## config.mk

```make
export PLATFORM = sky130hd
export DESIGN_NAME = pc_redirect_seq
export DESIGN_NICKNAME = d
export VERILOG_FILES = /design/src/rtl/pc_redirect_seq.sv
export SDC_FILE = /design/constraint.sdc
export NUM_CORES = 1
export LEC_CHECK = 0
export BUFFER_PORTS_ARGS = -buffer_cell sky130_fd_sc_hd__buf_2
export CORE_AREA = 8 8 105 107
export CTS_CLUSTER_SIZE = 40
export DETAILED_ROUTE_END_ITERATION = 10
export DIE_AREA = 0 0 113 115
export GPL_ROUTABILITY_DRIVEN = 0
export PLACE_DENSITY = 0.75
export SLEW_MARGIN = 10
export SYNTH_ARGS = -nofsm -noshare
export SYNTH_HDL_FRONTEND = slang
export SYNTH_SLANG_ARGS = --single-unit
export TNS_END_PERCENT = 20
```

## constraint.sdc

```tcl
create_clock -name clk -period 2 [get_ports clk]
set_clock_uncertainty 0.2 [all_clocks]
set_input_delay 0.4 -clock clk [delete_from_list [all_inputs] [get_ports clk]]
set_output_delay 0.4 -clock clk [all_outputs]
set_load 0.1 [all_outputs]
```

## src/rtl/pc_redirect_seq.sv

```systemverilog
// Fetch-stage PC sequencer: owns pc_f, applies J/JR/branch redirects after the MIPS delay slot,
// and buffers a redirect until its delay slot has been fetched. Optional counters: PC_REDIRECT_STATS_EN.
module pc_redirect_seq #(
  parameter int              PC_W     = 32,
  parameter logic [PC_W-1:0] RESET_PC = 32'h0000_3000
) (
  input  logic            clk,
  input  logic            rst_n,
  input  logic            stall,
  input  logic            if_ready,
  input  logic            d_valid,
  input  logic            br_taken,
  input  logic [PC_W-1:0] br_target,
  input  logic            j_req,
  input  logic [PC_W-1:0] j_target,
  input  logic            jr_req,
  input  logic [PC_W-1:0] jr_target,
  output logic [PC_W-1:0] pc_f,
  output logic            f_valid,
  output logic            pending,
  output logic            adel_f
`ifdef PC_REDIRECT_STATS_EN
  ,
  output logic [31:0]     redir_cnt,
  output logic [31:0]     pend_cnt
`endif
);

  typedef enum logic {
    ST_RUN  = 1'b0,
    ST_PEND = 1'b1
  } state_e;

  state_e          state_q, state_d;
  logic [PC_W-1:0] pc_q, pc_d;
  logic [PC_W-1:0] pend_target_q, pend_target_d;
  logic            advance;
  logic            redir;
  logic [PC_W-1:0] tgt;

  assign advance = if_ready & ~stall;
  assign redir   = d_valid & ~stall & (jr_req | j_req | br_taken);
  assign tgt     = jr_req ? jr_target : (j_req ? j_target : br_target);

  always_comb begin
    state_d       = state_q;
    pc_d          = pc_q;
    pend_target_d = pend_target_q;
    case (state_q)
      ST_RUN: begin
        if (redir) begin
          // The word at the old pc_f is the delay slot; only jump once it has been taken.
          if (if_ready) begin
            pc_d = tgt;
          end else begin
            pend_target_d = tgt;
            state_d       = ST_PEND;
          end
        end else if (advance) begin
          pc_d = pc_q + PC_W'(4);
        end
      end
      ST_PEND: begin
        // D only holds a bubble here, so any redir seen now is spurious and ignored.
        if (advance) begin
          pc_d    = pend_target_q;
          state_d = ST_RUN;
        end
      end
      default: state_d = ST_RUN;
    endcase
  end

  always_ff @(posedge clk) begin
    if (!rst_n) begin
      state_q       <= ST_RUN;
      pc_q          <= RESET_PC;
      pend_target_q <= '0;
    end else begin
      state_q       <= state_d;
      pc_q          <= pc_d;
      pend_target_q <= pend_target_d;
    end
  end

`ifdef PC_REDIRECT_STATS_EN
  logic [31:0] redir_cnt_q;
  logic [31:0] pend_cnt_q;

  always_ff @(posedge clk) begin
    if (!rst_n) begin
      redir_cnt_q <= '0;
      pend_cnt_q  <= '0;
    end else begin
      if (state_q == ST_RUN && redir) begin
        redir_cnt_q <= redir_cnt_q + 32'd1;
      end
      if (state_q == ST_PEND) begin
        pend_cnt_q <= pend_cnt_q + 32'd1;
      end
    end
  end

  assign redir_cnt = redir_cnt_q;
  assign pend_cnt  = pend_cnt_q;
`endif

  assign pc_f    = pc_q;
  assign f_valid = advance;
  assign pending = (state_q == ST_PEND);
  assign adel_f  = (pc_q[1:0] != 2'b00);

endmodule

```

==> Word-level counts from Yosys, hierarchy flattened <==
Index checks and enable logic that the tools add are counted.
{ "word_totals": {"in_bits": 104, "reg_bits": 65, "latch_bits": 0, "rom_bits": 0, "ram_bits": 0, "wordCells": 29, "n_memories": 0} }
{ "op_classes": {"n_eq_ne": 3, "div": 0, "n_bitwise": 8, "order_cmp": 0, "muxes": 11, "reduce_logical": 3, "addsub": 1, "n_shift": 0, "mul": 0} }
{ "ops": {"columns": ["cell", "n"], "rows": [
  ["32-bit 2-to-1 mux", 6],
  ["32-bit case mux with 2 select lines", 1],
  ["32-bit by 3-bit adder with 32-bit output, second input constant", 1],
  ["3-bit inequality test, second input constant", 2],
  ["3-bit AND reduction", 2],
  ["1-bit AND", 3],
  ["1-bit 2-to-1 mux", 3],
  ["1-bit NOT", 3],
  ["2-bit inequality test, second input constant", 1],
  ["1-bit OR", 2],
  ["1-bit case mux with 2 select lines", 1],
  ["2-bit nonzero test", 1]
]} }

==> Longest topological paths before layout <==
{ "logic_depth": {"depth_word": 5, "mapped_depth": 8, "mapped_depth_nobuf": 6} }

==> Least setup slack after synthesis <==
No wires, ideal clock.
{ "synth_path": {"kind": "flip-flop to flip-flop", "start": "register pc_q[2] (netlist: pc_f[2])", "end": "register pc_q[28] (netlist: pc_f[28])", "stages_incl_launch_ff": 8, "period_less_slack_ns": 2.714, "arrival_time_ns": 2.438, "slack_ns": -0.714, "path_buffers": 1, "setup_ns": 0.075, "required_time_ns": 1.725, "cell_sequence": "dfxtp_1 ha_1 and4_2 and4_1 buf_6 nand4_1 o31a_1 o22ai_1"} }
{ "synth_via": {"elab_chain_len": 4} }
{ "synth_rtl": {"columns": ["element", "line_no", "source"], "rows": [
  ["start: declaration", "35", "logic [PC_W-1:0] pc_q, pc_d;"],
  ["start signal: assignment", "81", "pc_q <= pc_d;"],
  ["32-bit by 3-bit adder with 32-bit output", "60", "pc_d = pc_q + PC_W'(4);"],
  ["32-bit 2-to-1 mux", "59", "end else if (advance) begin"],
  ["32-bit 2-to-1 mux", "51", "if (redir) begin"],
  ["32-bit case mux with 2 select lines", "49", "case (state_q)"]
]} }
Every way passes these cells. The select of a mux whose other input is x is not followed.
A chain may end at the register's enable or synchronous reset.

==> Final worst setup path <==
{ "layout_path": {"start": "input port stall", "end": "output port f_valid"} }
{ "layout_via": {"elab_chain_len": 2} }
{ "layout_rtl": {"columns": ["element", "line_no", "source"], "rows": [
  ["start: declaration", "9", "input logic stall,"],
  ["1-bit NOT", "41", "assign advance = if_ready & ~stall;"],
  ["1-bit AND", "41", null],
  ["end: declaration", "19", "output logic f_valid,"]
]} }
Every way passes these cells.

==> out/metrics.cfg <==
[setup_path]
arrival_ns = 1.33
reg2reg_to = pc_f[22]$_SDFFE_PN0P_
critPathSlowestCell = nand2b_1
crit_fanout = 25
slowest_delay_ns = 0.26
rrSetupSlack_ns = 0.10
startpoint_type = input pin
crit_path_cell_trace = buf_2 > nand2b_1 > inv_1 > buf_12 > buf_12
cp-end-kind = output pin
crit_type = in2out
startpoint = stall
reg2reg_depth = 7
r2r_start = pc_f[2]$_SDFFE_PN0P_
crit_top_cell = buf_12
required_ns = 1.40
cp-endpoint = f_valid

[timing]
drv_slew = 0
tightest_slew_ns = 0.505
rsz0062_at_grt = false
hold_ws_ns = 0.206
hold_violations = 0
setup_tns_ns = 0
period_minus_slack_ns = 1.93
fin_crit_sh_pct = 96.6
timing.slew.headroom_pct = 66.5
fmax_mhz = 518
final-setup-viol-count = 0

[detailed_routing]
drt_wl_total_mm = 14.2
via_count = 4739
drt-pass1-iter-count = 5
wire_per_inst_um = 17.5
ant_nets = 0
drc = 0
viasPerCell = 5.84
drtIter0Drc = 422

[synthesis]
synth_top_area_cell = dfxtp_1
synth_edf_count = 0
synth_seq_cells = 65
yosysMostFrequentCell = nand2_1
async_flop_share_pct = 0
syn_inst = 536
synth_area_sq_um = 4190
synth_area_leaders = dfxtp_1, nand2_1, mux2i_1
synthFlopType = dfxtp_1
synth_common_cells = nand2_1, dfxtp_1, a21oi_1
syn_area_per_cell_sq_um = 7.81
yosysUniqueCellTypes = 62
syn_nets = 641
yosysSeqAreaShare_pct = 31.1
ys_warn_count = 0
yosysTopAreaCellShare_pct = 31.1

[cts]
cts_tree = yes
clk_root_buffer_cell = clkbuf_8
clockBufferDepth = 2
htree_levels = 3
insertion_delay_ns = 0.35
clk_pin_slew_ns = 0.07
numCtsBuffers = 9
cts.sink_count = 65

[cells_and_area]
final-seq-area_sq_um = 1380
fin_area_sq_um = 5520
diodes = 0
syn_to_final_growth_pct = 31.9
fin_nets = 798
multi_input_area_sq_um = 2600
drive_above_1_share_pct = 38.1
fill_cells = 865

[placement]
placed_cell_area_sq_um = 5320
dpl.hpwl_mm = 11.0
io_buffer_count = 138

[die]
die_h_um = 115
die-width_um = 113
start_util_pct = 44.3
rows = 36
core_area_sq_um = 9460
ioPinCount = 139
dieArea_sq_um = 13000

[global_routing]
grt_use_total_pct = 22.0
grt_antenna_before_repair = 0
grt_remaining_overflow = 0
grt_max_degree = 26
grt_pass1_vias = 4812
grt_pass1_wl_mm = 23.1

[power]
fin_total_pwr_w = 0.00344
power_density_nw_per_um2 = 622
ir_drop_v = 0.000255
leakagePower_nw = 2.42

[outcome]
status = finished, final reports clean

[hold_path]
hp-class = in2reg

[run]
maxCapViolCount = 0

==> registers in the layout, indices dropped and copies added, names as in the netlist <==
signal         cells
pend_target_q     32
pc_f              32
pending            1
==> worst max-delay path, delay by kind of cell <==
kind | cells | cell delay (ns)
buffers and inverters | 4 | 0.66
AND/OR/NAND/NOR | 1 | 0.26
==> placed cells by master, fill, tap and decap left out, types with 6 or more instances in the layout <==
master,instances
nor3_1,6
a221oi_1,10
buf_12,9
dfxtp_4,18
mux2i_1,34
dfxtp_2,11
nor2_1,44
a31oi_1,7
buf_2,136
dfxtp_1,36
inv_1,6
clkbuf_8,11
mux2_2,11
a21oi_1,57
nand4_1,8
nand3_1,7
buf_4,42
o21ai_0,56
nand2_1,91
==> worst min path at each step <==
stage,start,to,slack (ns),cells after the start
final,rst_n,pc_f[17]$_SDFFE_PN0P_,0.21,3
after global routing,rst_n,pc_f[24]$_SDFFE_PN0P_,0.22,2
after CTS,rst_n,pc_f[22]$_SDFFE_PN0P_,0.19,2
after detailed placement,pend_target_q[19]$_SDFFE_PN0P_,pend_target_q[19]$_SDFFE_PN0P_,0.25,2
after global placement,pend_target_q[3]$_SDFFE_PN0P_,pend_target_q[3]$_SDFFE_PN0P_,0.24,2
after floorplan,pend_target_q[3]$_SDFFE_PN0P_,pend_target_q[3]$_SDFFE_PN0P_,0.23,2
==> stage by stage <==
step,worst slack (ns),instances,utilization (%)
after floorplan,-0.121,536,-
after global placement,-0.176,796,56.3
after detailed placement,-0.199,796,56.3
after CTS,0.0436,812,58.4
after global routing,0.0174,812,58.4
final,0.0685,812,58.4
==> power breakdown <==
group / switching [W] / internal, W
Combinational: 0.000564 / 0.000327
Clock: 0.000514 / 0.000639
Sequential: 0.0000583 / 0.00133
==> layer usage <==
metal / share of wire [%] / wire, um / up-vias / GRT usage [%]
met2: 47 / 6750 / 231 / 36.2
met4: 2.2 / 311 / 0 / 10.1
met3: 8.6 / 1220 / 28 / 5.93
met1: 42 / 5940 / 2202 / 26.3
li1: - / - / 2278 / -
met5: 0 / 0 / - / 0
==> what timing repair did <==
action / in CTS / in global routing
hold endpoints to repair: 0 / 0
resized for setup: 0 / 2
setup buffers: 0 / 0
endpoints found under the setup margin: 0 / 4
hold buffers: 0 / 0
==> layout make-up <==
| cell class | count | share of cell area [%] |
|---|---|---|
| clock inverters | 3 | 0.702 |
| inverters | 7 | 0.476 |
| flip-flops and latches | 65 | 25.0 |
| clock buffers | 13 | 2.88 |
| well taps | 114 | 2.58 |
| multi-input cells | 423 | 47.0 |
| repair buffers | 187 | 21.3 |
==> cells by family after synthesis <==
kind of cell / count (synthesis) / share of synthesized area (%)
XOR/XNOR: 1 / 0.209
multiplexers: 45 / 11.1
AND/OR/NAND/NOR: 191 / 22.3
adder cells (fa/ha/maj): 1 / 0.299
AO/OA/AOI/OAI: 185 / 27.8
flip-flops: 65 / 31.1
buffers and inverters: 48 / 7.20
Power figures use the tool's default switching activity.
